### config.mk
export PLATFORM = sky130hd
export DESIGN_NAME = unified_mem_arbiter
export DESIGN_NICKNAME = d
export VERILOG_FILES = /design/src/rtl/mem_arb_pkg.sv /design/src/rtl/arb_timeout_counter.sv /design/src/rtl/unified_mem_arbiter.sv
export SDC_FILE = /design/constraint.sdc
export NUM_CORES = 1
export LEC_CHECK = 0
export ABC_CLOCK_PERIOD_IN_PS = 1970
export CORE_AREA = 10 10 182 184
export DETAILED_ROUTE_END_ITERATION = 7
export DIE_AREA = 0 0 192 194
export PLACE_DENSITY = 0.68
export SLEW_MARGIN = 10
export SYNTH_ARGS = -nofsm -noshare
export SYNTH_HDL_FRONTEND = slang
export SYNTH_SLANG_ARGS = --single-unit
### constraint.sdc
create_clock -name clk -period 1.97 [get_ports clk]
set_input_delay 0.394 -clock clk [delete_from_list [all_inputs] [get_ports clk]]
set_output_delay 0.394 -clock clk [all_outputs]
set_load 0.02 [all_outputs]
### src/rtl/mem_arb_pkg.sv
// mem_arb_pkg: shared types and constants for the unified memory arbiter.
// Covers FSM states, the owner encoding and doubleword/half-select indices.
package mem_arb_pkg;

    typedef enum logic [1:0] {
        IDLE    = 2'd0,
        BUSY_I  = 2'd1,
        BUSY_D  = 2'd2,
        ABORT_I = 2'd3
    } arb_state_t;

    typedef enum logic {
        OWN_I = 1'b0,
        OWN_D = 1'b1
    } owner_t;

    localparam int DW_OFF_BITS = 3;
    localparam int I_HALF_BIT  = 2;

endpackage

### src/rtl/arb_timeout_counter.sv
// arb_timeout_counter: clear/enable cycle counter for the arbiter bus watchdog.
// Flags when the count equals TIMEOUT.
module arb_timeout_counter #(
    parameter int TIMEOUT = 255,
    parameter int W       = 8
) (
    input  logic clk,
    input  logic reset,
    input  logic clr,
    input  logic en,
    output logic hit
);

    logic [W-1:0] count;

    // Count busy cycles; cleared while the arbiter sits idle
    always_ff @(posedge clk) begin
        if (reset || clr) begin
            count <= '0;
        end else if (en) begin
            count <= count + 1'b1;
        end
    end

    assign hit = (count == W'(TIMEOUT));

endmodule

### src/rtl/unified_mem_arbiter.sv
// unified_mem_arbiter: shares one single-port variable-latency memory
// between instruction fetch and the MEM stage, one access at a time.
module unified_mem_arbiter
    import mem_arb_pkg::*;
#(
    parameter int ADDR_W       = 64,
    parameter int DATA_W       = 64,
    parameter int MAX_D_STREAK = 4,
    parameter int TIMEOUT      = 255
) (
    input  logic              clk,
    input  logic              reset,
    input  logic              i_req,
    input  logic [ADDR_W-1:0] i_addr,
    input  logic              i_abort,
    output logic [31:0]       i_rdata,
    output logic              i_done,
    output logic              i_stall,
    input  logic              d_req,
    input  logic              d_we,
    input  logic [ADDR_W-1:0] d_addr,
    input  logic [DATA_W-1:0] d_wdata,
    output logic [DATA_W-1:0] d_rdata,
    output logic              d_done,
    output logic              d_stall,
    output logic              err,
    output logic              mem_req,
    output logic              mem_we,
    output logic [ADDR_W-1:0] mem_addr,
    output logic [DATA_W-1:0] mem_wdata,
    input  logic [DATA_W-1:0] mem_rdata,
    input  logic              mem_ack
);

    localparam logic [3:0] STREAK_MAX = 4'(MAX_D_STREAK);
    localparam int         HALF       = DATA_W / 2;

    arb_state_t state;
    logic [3:0] streak;
    logic       i_half;
    logic       tmo_hit;
    logic       i_elig;
    logic       d_elig;
    logic       pick_vld;
    owner_t     pick;
    logic       unused_bits;

    assign unused_bits = ^i_addr[I_HALF_BIT-1:0];

    assign i_stall = i_req & ~i_done;
    assign d_stall = d_req & ~d_done;

    // Choose next owner: data wins unless a waiting fetch hit the streak cap
    always_comb begin
        i_elig   = i_req & ~i_done;
        d_elig   = d_req & ~d_done;
        pick     = OWN_I;
        pick_vld = 1'b0;
        if (d_elig && !(i_elig && streak == STREAK_MAX)) begin
            pick     = OWN_D;
            pick_vld = 1'b1;
        end else if (i_elig) begin
            pick_vld = 1'b1;
        end
    end

    arb_timeout_counter #(
        .TIMEOUT(TIMEOUT),
        .W      (8)
    ) u_tmo (
        .clk  (clk),
        .reset(reset),
        .clr  (state == IDLE),
        .en   (state != IDLE),
        .hit  (tmo_hit)
    );

    // Transaction sequencer with registered memory and completion outputs
    always_ff @(posedge clk) begin
        if (reset) begin
            state     <= IDLE;
            streak    <= '0;
            i_half    <= 1'b0;
            mem_req   <= 1'b0;
            mem_we    <= 1'b0;
            mem_addr  <= '0;
            mem_wdata <= '0;
            i_rdata   <= '0;
            d_rdata   <= '0;
            i_done    <= 1'b0;
            d_done    <= 1'b0;
            err       <= 1'b0;
        end else begin
            i_done <= 1'b0;
            d_done <= 1'b0;
            err    <= 1'b0;
            case (state)
                IDLE: begin
                    if (pick_vld && pick == OWN_D) begin
                        state     <= BUSY_D;
                        mem_req   <= 1'b1;
                        mem_we    <= d_we;
                        mem_addr  <= d_addr;
                        mem_wdata <= d_wdata;
                        if (!i_req) begin
                            streak <= '0;
                        end else if (streak != STREAK_MAX) begin
                            streak <= streak + 4'd1;
                        end
                    end else if (pick_vld) begin
                        state    <= BUSY_I;
                        mem_req  <= 1'b1;
                        mem_we   <= 1'b0;
                        mem_addr <= {i_addr[ADDR_W-1:DW_OFF_BITS],
                                     {DW_OFF_BITS{1'b0}}};
                        i_half   <= i_addr[I_HALF_BIT];
                        streak   <= '0;
                    end
                end
                BUSY_D: begin
                    if (mem_ack) begin
                        state   <= IDLE;
                        mem_req <= 1'b0;
                        d_done  <= 1'b1;
                        if (!mem_we) begin
                            d_rdata <= mem_rdata;
                        end
                    end else if (tmo_hit) begin
                        state   <= IDLE;
                        mem_req <= 1'b0;
                        d_done  <= 1'b1;
                        err     <= 1'b1;
                    end
                end
                BUSY_I: begin
                    if (mem_ack) begin
                        state   <= IDLE;
                        mem_req <= 1'b0;
                        if (!i_abort) begin
                            i_done  <= 1'b1;
                            i_rdata <= i_half ? mem_rdata[DATA_W-1:HALF]
                                              : mem_rdata[HALF-1:0];
                        end
                    end else if (tmo_hit) begin
                        state   <= IDLE;
                        mem_req <= 1'b0;
                        if (!i_abort) begin
                            i_done <= 1'b1;
                            err    <= 1'b1;
                        end
                    end else if (i_abort) begin
                        state <= ABORT_I;
                    end
                end
                ABORT_I: begin
                    if (mem_ack || tmo_hit) begin
                        state   <= IDLE;
                        mem_req <= 1'b0;
                    end
                end
                default: state <= IDLE;
            endcase
        end
    end

endmodule

==> out/results.ini <==
[synth]
syn_avg_cell_area_um2=8.23
synth.top_cell.area_share=0.505
synth_flop_cell=dfxtp_1
synth.top_cells.by_area=dfxtp_1 (50%), nand2_1 (10%), a21oi_1 (7.0%), nor3_1 (6.5%), nor2_1 (4.1%)
synth_compound_gate_area_share=0.114
synth_top_family_by_area=simple AND/OR/NAND/NOR gates
synthSimpleGateAreaFrac=0.279
yosysWarnings=0
synth.distinct_cells=47
syn_nets=1447
syn_area_mm2=0.00968
synth_adder_area_share=0.00905
synthCells=1177
synthMuxAreaShare=0.0353
synth_xor_area_frac=0.00452
yosysTopAreaCell=dfxtp_1
synth_edf_count=0
ys_ff_latch=244
async_flop_share=0
synth_seq_area_share=0.505

[grt]
grt_max_degree=107
groute.usage.overall=0.210
grt_overflow=0
grt_first_pass_wirelength_um=61600
antenna_found_initial=6
grt_pass1_vias=10200

[clocking]
root_buffer=clkbuf_16
tritoncts=built
cts.sinks=244
clk_latency_ns=0.55
htreeDepth=1
cts_buffer_depth=3
cts_buffers=28
clk_pin_slew_ns=0.06

[timing]
finalMaxSlewViolations=0
fin_skew_ns=0.0132
min_period_over_period=0.980
setup_viol=0
slew_headroom=0.656
fin_crit_ns=1.93
finalHoldViolCount=0
fmax_mhz=518
worst_pin_slew_ns=0.516

[status]
status=finished clean

[power]
ir_drop_uv=596
p_int_mw=11.3
switchingPower_mw=5.60
p_sw_frac=0.331
power_density_mw_per_mm2=1030
p_clk_frac=0.308
combPwrFrac=0.340
p_seq_frac=0.352
p_leak_nw=6.66

[finish]
final_cell_mix=clkdlybuf4s50_1 (422), nand2_1 (266), dfxtp_1 (243)
drive_above_1_share=0.0889
mostFrequentLayoutCell=clkdlybuf4s50_1
area_growth_pct=70.0
finish.utilization=0.560
num-nets-final=1936
final_cells=2079

[drt]
wl_per_cell_um=20.4
drc=0
ant_nets=0
drt_iter0_markers=543
wl_um=42400
viasPerCell=4.93
drt_pass1_iterations=5
vias=10300

[worst_setup_path]
max_stage_delay_ns=0.64
cp.required_ns=1.58
critPathTopFamily=buffers and inverters
worst_r2r_endpoint=mem_addr[20]
rr_worst_depth=8
start_kind=flip-flop
rr_startpoint=streak[1]
criticalPathCategory=reg -> out
crit_arrival_ns=1.54
critPathMaxFanout=2
setup.worst_path.end_class=output pin
crit_slowest_cell=clkdlybuf4s50_1
critPathBufInv=1
r2r_slack_ns=0.12
path_cells=clkdlybuf4s50_1

[floorplanning]
rows=63
die_w_um=192
core-area_mm2=0.0294
dieArea_mm2=0.0372
initial_core_util=0.329
io-pin-count=494
dieHeight_um=194

[worst_hold_path]
hold_path_class=in -> reg
hold_path_end=d_rdata[10]
whs_path_depth=2
min-delay-start=reset

[placed_design]
gp_congestion=0.864
placedCellCount=2022
numPortBuffers=491
place_hpwl_um=31700

[run]
cap_violations=0

-- power groups by stage --
stage / Combinational (mW) / Clock (mW) / Sequential (mW)
final: 5.75 / 5.22 / 5.95
after global routing: 6.18 / 5.55 / 6.02
after CTS: 5.77 / 5.34 / 5.95
after detailed placement: 5.80 / 0 / 6.05
after global placement: 5.75 / 0 / 6.03
after floorplan: 2.06 / 0 / 6.79
-- layout make-up --
type	count	area [um2]
clock inverters	8	60.1
repair buffers	559	5790
diodes	1	2.50
clock buffers	44	881
well taps	390	488
fillers	2583	12900
inverters	9	33.8
multi-input cells	824	4320
flip-flops and latches	244	4890
-- timing repair --
item / CTS / global route
hold buffers: 0 / 0
setup buffers: 0 / 2
resized for setup: 28 / 43
gates cloned: 0 / 2
pin swaps: 0 / 1
endpoints found under the setup margin: 27 / 104
-- flip-flops by register name (all words and copies together), names as in the netlist --
register     count
mem_req          1
i_done           1
err              1
d_done           1
mem_wdata       64
streak           4
mem_addr        64
i_half           1
u_tmo.count      8
d_rdata         64
mem_we           1
state            2
i_rdata         32
-- per-layer routing --
metal | global-route usage | share of wire | vias to the layer above
li1 | - | - | 5015
met1 | 0.227 | 0.36 | 4721
met2 | 0.355 | 0.48 | 432
met3 | 0.0950 | 0.12 | 81
met4 | 0.0698 | 0.032 | 6
met5 | 0 | 0.00085 | -
-- per-stage QoR --
stage	TNS [ns]	total power [mW]	setup WS (ns)	instance area, um2	hold slack, ns
after detailed placement	-10.17	11.9	-0.171	15400	0.445
after CTS	0	17.1	0.00370	16300	0.201
after global routing	-0.0174	17.7	-0.0137	16500	0.227
after floorplan	0	8.85	0.309	9680	0.430
after global placement	-6.35	11.8	-0.156	15400	0.441
final	0	16.9	0.0389	16500	0.231
-- how the worst max path moves through the flow --
stage                       from      endpoint  slack (ns)  cells after the start
floorplan               state[0]      state[1]        0.31                      7
global placement           i_req       i_stall       -0.16                      4
detailed placement         i_req       i_stall       -0.17                      4
CTS                  mem_addr[4]   mem_addr[4]       0.004                      1
global route           streak[1]  mem_addr[14]       -0.01                      8
finish              mem_wdata[3]  mem_wdata[3]        0.04                      1
-- synth_stat cells (7+ instances only) --
| master | count |
|---|---|
| a211oi_1 | 34 |
| a21oi_1 | 135 |
| buf_2 | 38 |
| buf_4 | 11 |
| clkbuf_1 | 45 |
| dfxtp_1 | 244 |
| ha_1 | 7 |
| inv_1 | 7 |
| mux2i_1 | 33 |
| nand2_1 | 266 |
| nand3_1 | 12 |
| nor2_1 | 105 |
| nor3_1 | 126 |
| nor4_1 | 47 |
| nor4_2 | 15 |
-- logic make-up after synthesis --
family	after synthesis
AND/OR/NAND/NOR	589
flip-flops	244
AO/OA/AOI/OAI	189
buffers and inverters	109
multiplexers	34
adder cells (fa/ha/maj)	7
XOR/XNOR	5
Power figures use the tool's default switching activity.
